[config.mk]
export PLATFORM = sky130hd
export DESIGN_NAME = miner_job_ctrl
export DESIGN_NICKNAME = d
export VERILOG_FILES = /design/src/rtl/miner_pkg.sv /design/src/rtl/miner_job_ctrl_hdr_buffer.sv /design/src/rtl/miner_job_ctrl.sv
export SDC_FILE = /design/constraint.sdc
export NUM_CORES = 2
export LEC_CHECK = 0
export CAP_MARGIN = 40
export CORE_UTILIZATION = 40
export DETAILED_ROUTE_END_ITERATION = 6
export GPL_ROUTABILITY_DRIVEN = 0
export PLACE_DENSITY = 0.63
export SLEW_MARGIN = 20
export SYNTH_ARGS = -nofsm -noshare
export SYNTH_HDL_FRONTEND = slang
export SYNTH_SLANG_ARGS = --single-unit
export TNS_END_PERCENT = 30
[constraint.sdc]
create_clock -name clk -period 3 [get_ports clk]
set_input_delay 0.6 -clock clk [delete_from_list [all_inputs] [get_ports clk]]
set_output_delay 0.6 -clock clk [all_outputs]
set_load 0.1 [all_outputs]
[src/rtl/miner_pkg.sv]
// Shared definitions for the miner job path (job sequencer and nonce generators).
//   HDR_WORDS   : 32-bit words per block header (fixed 640-bit header)
//   CNT_W       : width of a header word index
//   HDR_PAD     : SHA-256 padding tail appended by the generators
//   job_state_e : job sequencer state encoding
//   cnt_next()  : header word index increment, wrapping after the last word
package miner_pkg;

    localparam int unsigned HDR_WORDS = 20;
    localparam int unsigned CNT_W     = $clog2(HDR_WORDS);

    localparam logic [63:0] HDR_PAD = 64'h8000000000000280;

    typedef enum logic [2:0] {
        StIdle,
        StLoad,
        StWaitAck,
        StStart,
        StStream,
        StRun,
        StStop,
        StDone
    } job_state_e;

    function automatic logic [CNT_W-1:0] cnt_next(input logic [CNT_W-1:0] cnt);
        return (cnt == CNT_W'(HDR_WORDS - 1)) ? '0 : cnt + CNT_W'(1);
    endfunction

endpackage

[src/rtl/miner_job_ctrl_hdr_buffer.sv]
// Local copy of one block header: shift-in on load, indexed read-out on stream.
//   clk, rst_n : clock, asynchronous active-low reset (clears words and index)
//   shift_i    : shift data_i in at the top; the first word shifted ends up as word 0
//   data_i     : word to shift in
//   adv_i      : advance the read index without shifting
//   cnt_o      : shared word index, 0..HDR_WORDS-1, wraps to 0 after the last word
//   last_o     : index is at the last header word
//   word_o     : buffered word selected by the index
module hdr_buffer
    import miner_pkg::*;
(
    input  logic             clk,
    input  logic             rst_n,
    input  logic             shift_i,
    input  logic [31:0]      data_i,
    input  logic             adv_i,
    output logic [CNT_W-1:0] cnt_o,
    output logic             last_o,
    output logic [31:0]      word_o
);

    logic [31:0]      words_q [HDR_WORDS];
    logic [CNT_W-1:0] cnt_q;

    always_ff @(posedge clk or negedge rst_n) begin
        if (!rst_n) begin
            for (int i = 0; i < int'(HDR_WORDS); i++) begin
                words_q[i] <= '0;
            end
            cnt_q <= '0;
        end else begin
            if (shift_i) begin
                for (int i = 0; i < int'(HDR_WORDS) - 1; i++) begin
                    words_q[i] <= words_q[i+1];
                end
                words_q[HDR_WORDS-1] <= data_i;
            end
            if (shift_i || adv_i) begin
                cnt_q <= cnt_next(cnt_q);
            end
        end
    end

    assign cnt_o  = cnt_q;
    assign last_o = (cnt_q == CNT_W'(HDR_WORDS - 1));
    assign word_o = words_q[cnt_q];

endmodule

[src/rtl/miner_job_ctrl.sv]
// Job sequencer in front of the nonce-generator array: loads one header from the
// block-header FIFO, starts all generators, streams the header, then waits for
// completion or stops them on host stop / golden nonce found.
//   clk, rst_n            : clock, asynchronous active-low reset
//   host_start_i/stop_i   : one-cycle host pulses (start ignored while busy)
//   nonce_size_in_i       : per-generator nonce slice, captured at job start
//   found_i               : golden nonce found pulse
//   bh_fifo_*             : first-word-fall-through header FIFO (re is combinational)
//   gen_start_o/stop_o    : broadcast start pulse / stop level
//   gen_block_header_o    : header word bus, 0 outside streaming
//   gen_nonce_size_o      : captured nonce slice size
//   gen_stop_ack_i        : per-generator idle flags
//   busy_o, job_done_o, job_aborted_o, job_count_o : host-facing status
module miner_job_ctrl
    import miner_pkg::*;
#(
    parameter int unsigned NUM_GEN = 4
) (
    input  logic               clk,
    input  logic               rst_n,
    input  logic               host_start_i,
    input  logic               host_stop_i,
    input  logic [31:0]        nonce_size_in_i,
    input  logic               found_i,
    input  logic [31:0]        bh_fifo_dout_i,
    input  logic               bh_fifo_empty_i,
    output logic               bh_fifo_re_o,
    output logic               gen_start_o,
    output logic               gen_stop_o,
    output logic [31:0]        gen_block_header_o,
    output logic [31:0]        gen_nonce_size_o,
    input  logic [NUM_GEN-1:0] gen_stop_ack_i,
    output logic               busy_o,
    output logic               job_done_o,
    output logic               job_aborted_o,
    output logic [31:0]        job_count_o
);

    job_state_e       state_q;
    logic             abort_pend_q;
    logic             gen_start_q;
    logic             gen_stop_q;
    logic             busy_q;
    logic             job_done_q;
    logic             job_aborted_q;
    logic [31:0]      hdr_q;
    logic [31:0]      nonce_q;
    logic [31:0]      job_count_q;

    logic             all_ack;
    logic             buf_shift;
    logic             buf_adv;
    logic             buf_last;
    logic [CNT_W-1:0] buf_cnt;
    logic [31:0]      buf_word;

    assign all_ack   = &gen_stop_ack_i;
    assign buf_shift = (state_q == StLoad) && !bh_fifo_empty_i;

    // START fetches word 0; STREAM prefetches word k+1 while word k is on the bus.
    // The index wraps to 0 after word 19 is fetched, which marks the final STREAM cycle.
    assign buf_adv = (state_q == StStart) || ((state_q == StStream) && (buf_cnt != '0));

    hdr_buffer u_hdr_buffer (
        .clk     (clk),
        .rst_n   (rst_n),
        .shift_i (buf_shift),
        .data_i  (bh_fifo_dout_i),
        .adv_i   (buf_adv),
        .cnt_o   (buf_cnt),
        .last_o  (buf_last),
        .word_o  (buf_word)
    );

    always_ff @(posedge clk or negedge rst_n) begin
        if (!rst_n) begin
            state_q       <= StIdle;
            abort_pend_q  <= 1'b0;
            gen_start_q   <= 1'b0;
            gen_stop_q    <= 1'b0;
            busy_q        <= 1'b0;
            job_done_q    <= 1'b0;
            job_aborted_q <= 1'b0;
            hdr_q         <= '0;
            nonce_q       <= '0;
            job_count_q   <= '0;
        end else begin
            gen_start_q <= 1'b0;
            job_done_q  <= 1'b0;
            unique case (state_q)
                StIdle: begin
                    if (host_start_i) begin
                        state_q       <= StLoad;
                        busy_q        <= 1'b1;
                        nonce_q       <= nonce_size_in_i;
                        job_aborted_q <= 1'b0;
                    end
                end
                StLoad: begin
                    if (host_stop_i) begin
                        abort_pend_q <= 1'b1;
                    end
                    // An aborted load still drains the whole header to keep the FIFO aligned.
                    if (buf_shift && buf_last) begin
                        if (abort_pend_q || host_stop_i) begin
                            state_q       <= StDone;
                            job_done_q    <= 1'b1;
                            job_aborted_q <= 1'b1;
                            job_count_q   <= job_count_q + 32'd1;
                        end else begin
                            state_q <= StWaitAck;
                        end
                    end
                end
                StWaitAck: begin
                    if (all_ack) begin
                        state_q     <= StStart;
                        gen_start_q <= 1'b1;
                    end
                end
                StStart: begin
                    state_q <= StStream;
                    hdr_q   <= buf_word;
                end
                StStream: begin
                    if (host_stop_i || found_i) begin
                        abort_pend_q <= 1'b1;
                    end
                    if (buf_cnt == '0) begin
                        state_q <= StRun;
                        hdr_q   <= '0;
                    end else begin
                        hdr_q <= buf_word;
                    end
                end
                StRun: begin
                    if (abort_pend_q || host_stop_i || found_i) begin
                        state_q       <= StStop;
                        gen_stop_q    <= 1'b1;
                        job_aborted_q <= 1'b1;
                    end else if (all_ack) begin
                        state_q     <= StDone;
                        job_done_q  <= 1'b1;
                        job_count_q <= job_count_q + 32'd1;
                    end
                end
                StStop: begin
                    // Held as a level: generators only look at stop between frames.
                    if (all_ack) begin
                        state_q     <= StDone;
                        gen_stop_q  <= 1'b0;
                        job_done_q  <= 1'b1;
                        job_count_q <= job_count_q + 32'd1;
                    end
                end
                StDone: begin
                    state_q      <= StIdle;
                    busy_q       <= 1'b0;
                    abort_pend_q <= 1'b0;
                end
                default: begin
                    state_q <= StIdle;
                end
            endcase
        end
    end

    assign bh_fifo_re_o       = buf_shift;
    assign gen_start_o        = gen_start_q;
    assign gen_stop_o         = gen_stop_q;
    assign gen_block_header_o = hdr_q;
    assign gen_nonce_size_o   = nonce_q;
    assign busy_o             = busy_q;
    assign job_done_o         = job_done_q;
    assign job_aborted_o      = job_aborted_q;
    assign job_count_o        = job_count_q;

endmodule

==> metrics.txt <==
clock sinks=750; fraction of the mapped netlist area in adder cells=0.113%; Slew Limit Headroom=roughly half; global-route wire length before repair=124 mm; combinational family with the most area after synthesis=simple AND/OR/NAND/NOR gates; Top FF cell, synth=dfrtp_1; number of flops mapped to enable cells by yosys=0; Overall Global Routing Usage=~18%; initial drt markers=between 2,000 and 2,500; Syn Inst Count=about 3,400; final setup fails=0; vias in the first global route=approximately 23,000; Worst EP required=2400 ps; critical path's slowest cell=or4b_4; synthesized flop and latch total=750; WL/cell=16.0 um; Setup TNS Final=0 ps; post-synth top area cell=dfrtp_1; DR pass1 iterations=5; Least-Margin Pin Slew=755 ps; global route overflow=0; Max VDD drop=between 0.5 and 0.6 mV; syn nets=around 3,500; cts hold-fix bufs=1; Final Critical Period=about 2800 ps; placed insts=roughly 4,500; antenna cells=0; clock latency on the worst-skew pair=620 ps; commonest cells in the netlist=nand2_1, dfrtp_1, clkbuf_1, mux4_2, a22oi_1; Worst setup SP type=flop; Netlist cell types=50; CP top delay family=buffers and inverters; # fillers=around 7,600; Final period util=93.9%; Placement Setup Slack=125 ps; TritonCTS Buffers=80; YS warnings=0; starting density of the core=40.4%; via-per-instance ratio=5.08; PD cells=approximately 890 mW/mm^2; DRT antenna net count=0; Synth Cell Area=about 0.033 sq mm; Post-CTS Resized=0; Syn-to-layout area delta=17.6%; Clock Skews=around 26 ps; initial antenna violation count=0; Port Buffers=~180; H-tree depth=3; crit-path most repeated cell=buf_4; vias=about 24,000; buffer depth of the longest clock path=3; largest net degree at the start of global routing=about 150; Avg Cell Area, Syn=between 9 and 10 sq um; sequential area share after synthesis=between 50% and 60%; CTS root buffer=clkbuf_16; status=finished, final reports clean; Die X=290 um; Rows=around 110; layout net count=around 3,600; Max-Cap Viols=0; complex-gate fraction of the synthesized area=under 10%; RSZ-0062 raised after global routing=no; multiplexer area fraction after synthesis=approximately an eighth; total setup buffers inserted after CTS=0; final setup margin=~180 ps; Hold WS=around 470 ps; HPWL Detailed=44.4 mm; Simple-Gate Fraction of Synth Area=roughly a quarter; WP buf/inv=4; cell breakdown of the critical path=buf_4 -> or4b_4 -> buf_4 -> inv_8 -> buf_12; share of cells above drive strength 1=14.5%; Hold Crit Class=flop to flop; max incr delay on CP=~540 ps; Final Non-Filler Cells=4,674; CTS clk-pin slew, worst paths=around 60 ps; crit-path max FO=11; WP data arrival=approximately 2200 ps; Crit. End Element=primary output; top cells by area, synth=dfrtp_1, nand2_1, mux4_2, clkbuf_1, a22oi_1; die span in y=slightly below 300 um; number of I/O pins=between 150 and 200; Max Slew Vio Count=0; Crit Path Category=flop to primary output; Hold Vio Cnt, Final=0; DRC viols=0; Die ar.=between 0.08 and 0.09 sq mm; Core Footprint=slightly above 0.08 sq mm; Leak Pwr=a little over 20 nW; CTS tree=built; count leader, synth=nand2_1; multi-input logic area=approximately 0.014 sq mm; Tot Pwr=34.7 mW; Fmax achieved=355 MHz; share of flip-flops with an asynchronous set or reset=100%; Routed WL=around 75 mm; Synth Area in XOR/XNOR=0.846%; Yosys top cell area share=between 50% and 60%; register area=between 0.015 and 0.02 sq mm
-- where the power goes --
| group | internal, mW | switching (mW) | total [mW] |
|---|---|---|---|
| Clock | 5.66 | 4.03 | 9.69 |
| Combinational | 3.80 | 7.88 | 11.7 |
| Sequential | 11.9 | 1.44 | 13.4 |
| Total | 21.4 | 13.4 | 34.7 |
-- cell families (layout without fill, tap and decap cells) --
| family | Yosys count | in the layout |
|---|---|---|
| buffers and inverters | 219 | 404 |
| XOR/XNOR | 32 | 32 |
| multiplexers | 193 | 193 |
| flip-flops | 750 | 750 |
| AND/OR/NAND/NOR | 2094 | 2094 |
| AO/OA/AOI/OAI | 128 | 128 |
| adder cells (fa/ha/maj) | 3 | 3 |
-- metrics by stage --
stage               util (%)  area, sq um
floorplan                  -        33100
global placement        44.4        36400
detailed placement      44.4        36400
CTS                     47.5        39000
global route            47.5        39000
finish                  47.5        39000
-- cells in the final DEF (no fill, tap or decap), drive strengths merged, types with 2 or more instances in the layout --
cell / n
o311ai: 2
xor2: 21
a21oi: 7
nor3: 9
buf: 186
nor4: 9
nand2: 1979
mux4: 160
or4b: 2
and3: 2
xnor2: 11
nand3: 9
nor2b: 35
nor2: 11
nand4: 10
clkbuf: 118
a221o: 32
ha: 3
bufinv: 3
inv: 9
nand2b: 5
dfrtp: 750
mux2: 33
or4: 2
a31oi: 2
and4: 4
nor4b: 6
clkinv: 15
a22oi: 66
nand3b: 2
o21ai: 10
clkdlybuf4s50: 72
nor3b: 2
and2: 2
or3: 5
-- sequential cells by signal, summed over array words and instances (netlist names) --
register	cells
gen_stop_o	1
job_count_o	32
abort_pend_q	1
busy_o	1
u_hdr_buffer.cnt_o	5
u_hdr_buffer.words_q	640
job_aborted_o	1
job_done_o	1
gen_nonce_size_o	32
gen_block_header_o	32
gen_start_o	1
state_q	3
-- tightest hold or removal path, stage by stage, from the launching register on --
cell and delay (ps):
dfrtp_1 340, nand2_1 50, nand2_1 50
-- layer usage --
metal  global-route usage, %  vias to the layer above  wire length, um
li1                        -                    11343                -
met1                    27.4                    11889            35400
met2                    27.6                      416            34800
met3                    2.47                       74             3340
met4                    4.58                        0             1240
met5                       0                        -                0
-- final cells by class --
class | count | area share [%]
inverter | 5 | 0.0675
tap | 1070 | 3.44
clock inverter | 22 | 0.601
clock buffer | 118 | 6.00
multi-input combinational | 2450 | 34.8
sequential | 750 | 48.2
timing repair buffer | 259 | 6.90
-- path summary, 6_finish.rpt --
kind,start,end,slack (ps),cells past startpoint
worst max-delay path,state_q[2],bh_fifo_re_o,180,5
worst min-delay path,u_hdr_buffer.words_q[636],u_hdr_buffer.words_q[636],470,2
worst max register to register,u_hdr_buffer.cnt_o[0],gen_block_header_o[18],520,7
worst min register to register,u_hdr_buffer.words_q[636],u_hdr_buffer.words_q[636],470,2
max in group asynchronous,rst_n,u_hdr_buffer.words_q[303],1530,4
min in group asynchronous,rst_n,u_hdr_buffer.words_q[89],530,2
Note: power is estimated with default switching activity, not from simulation.
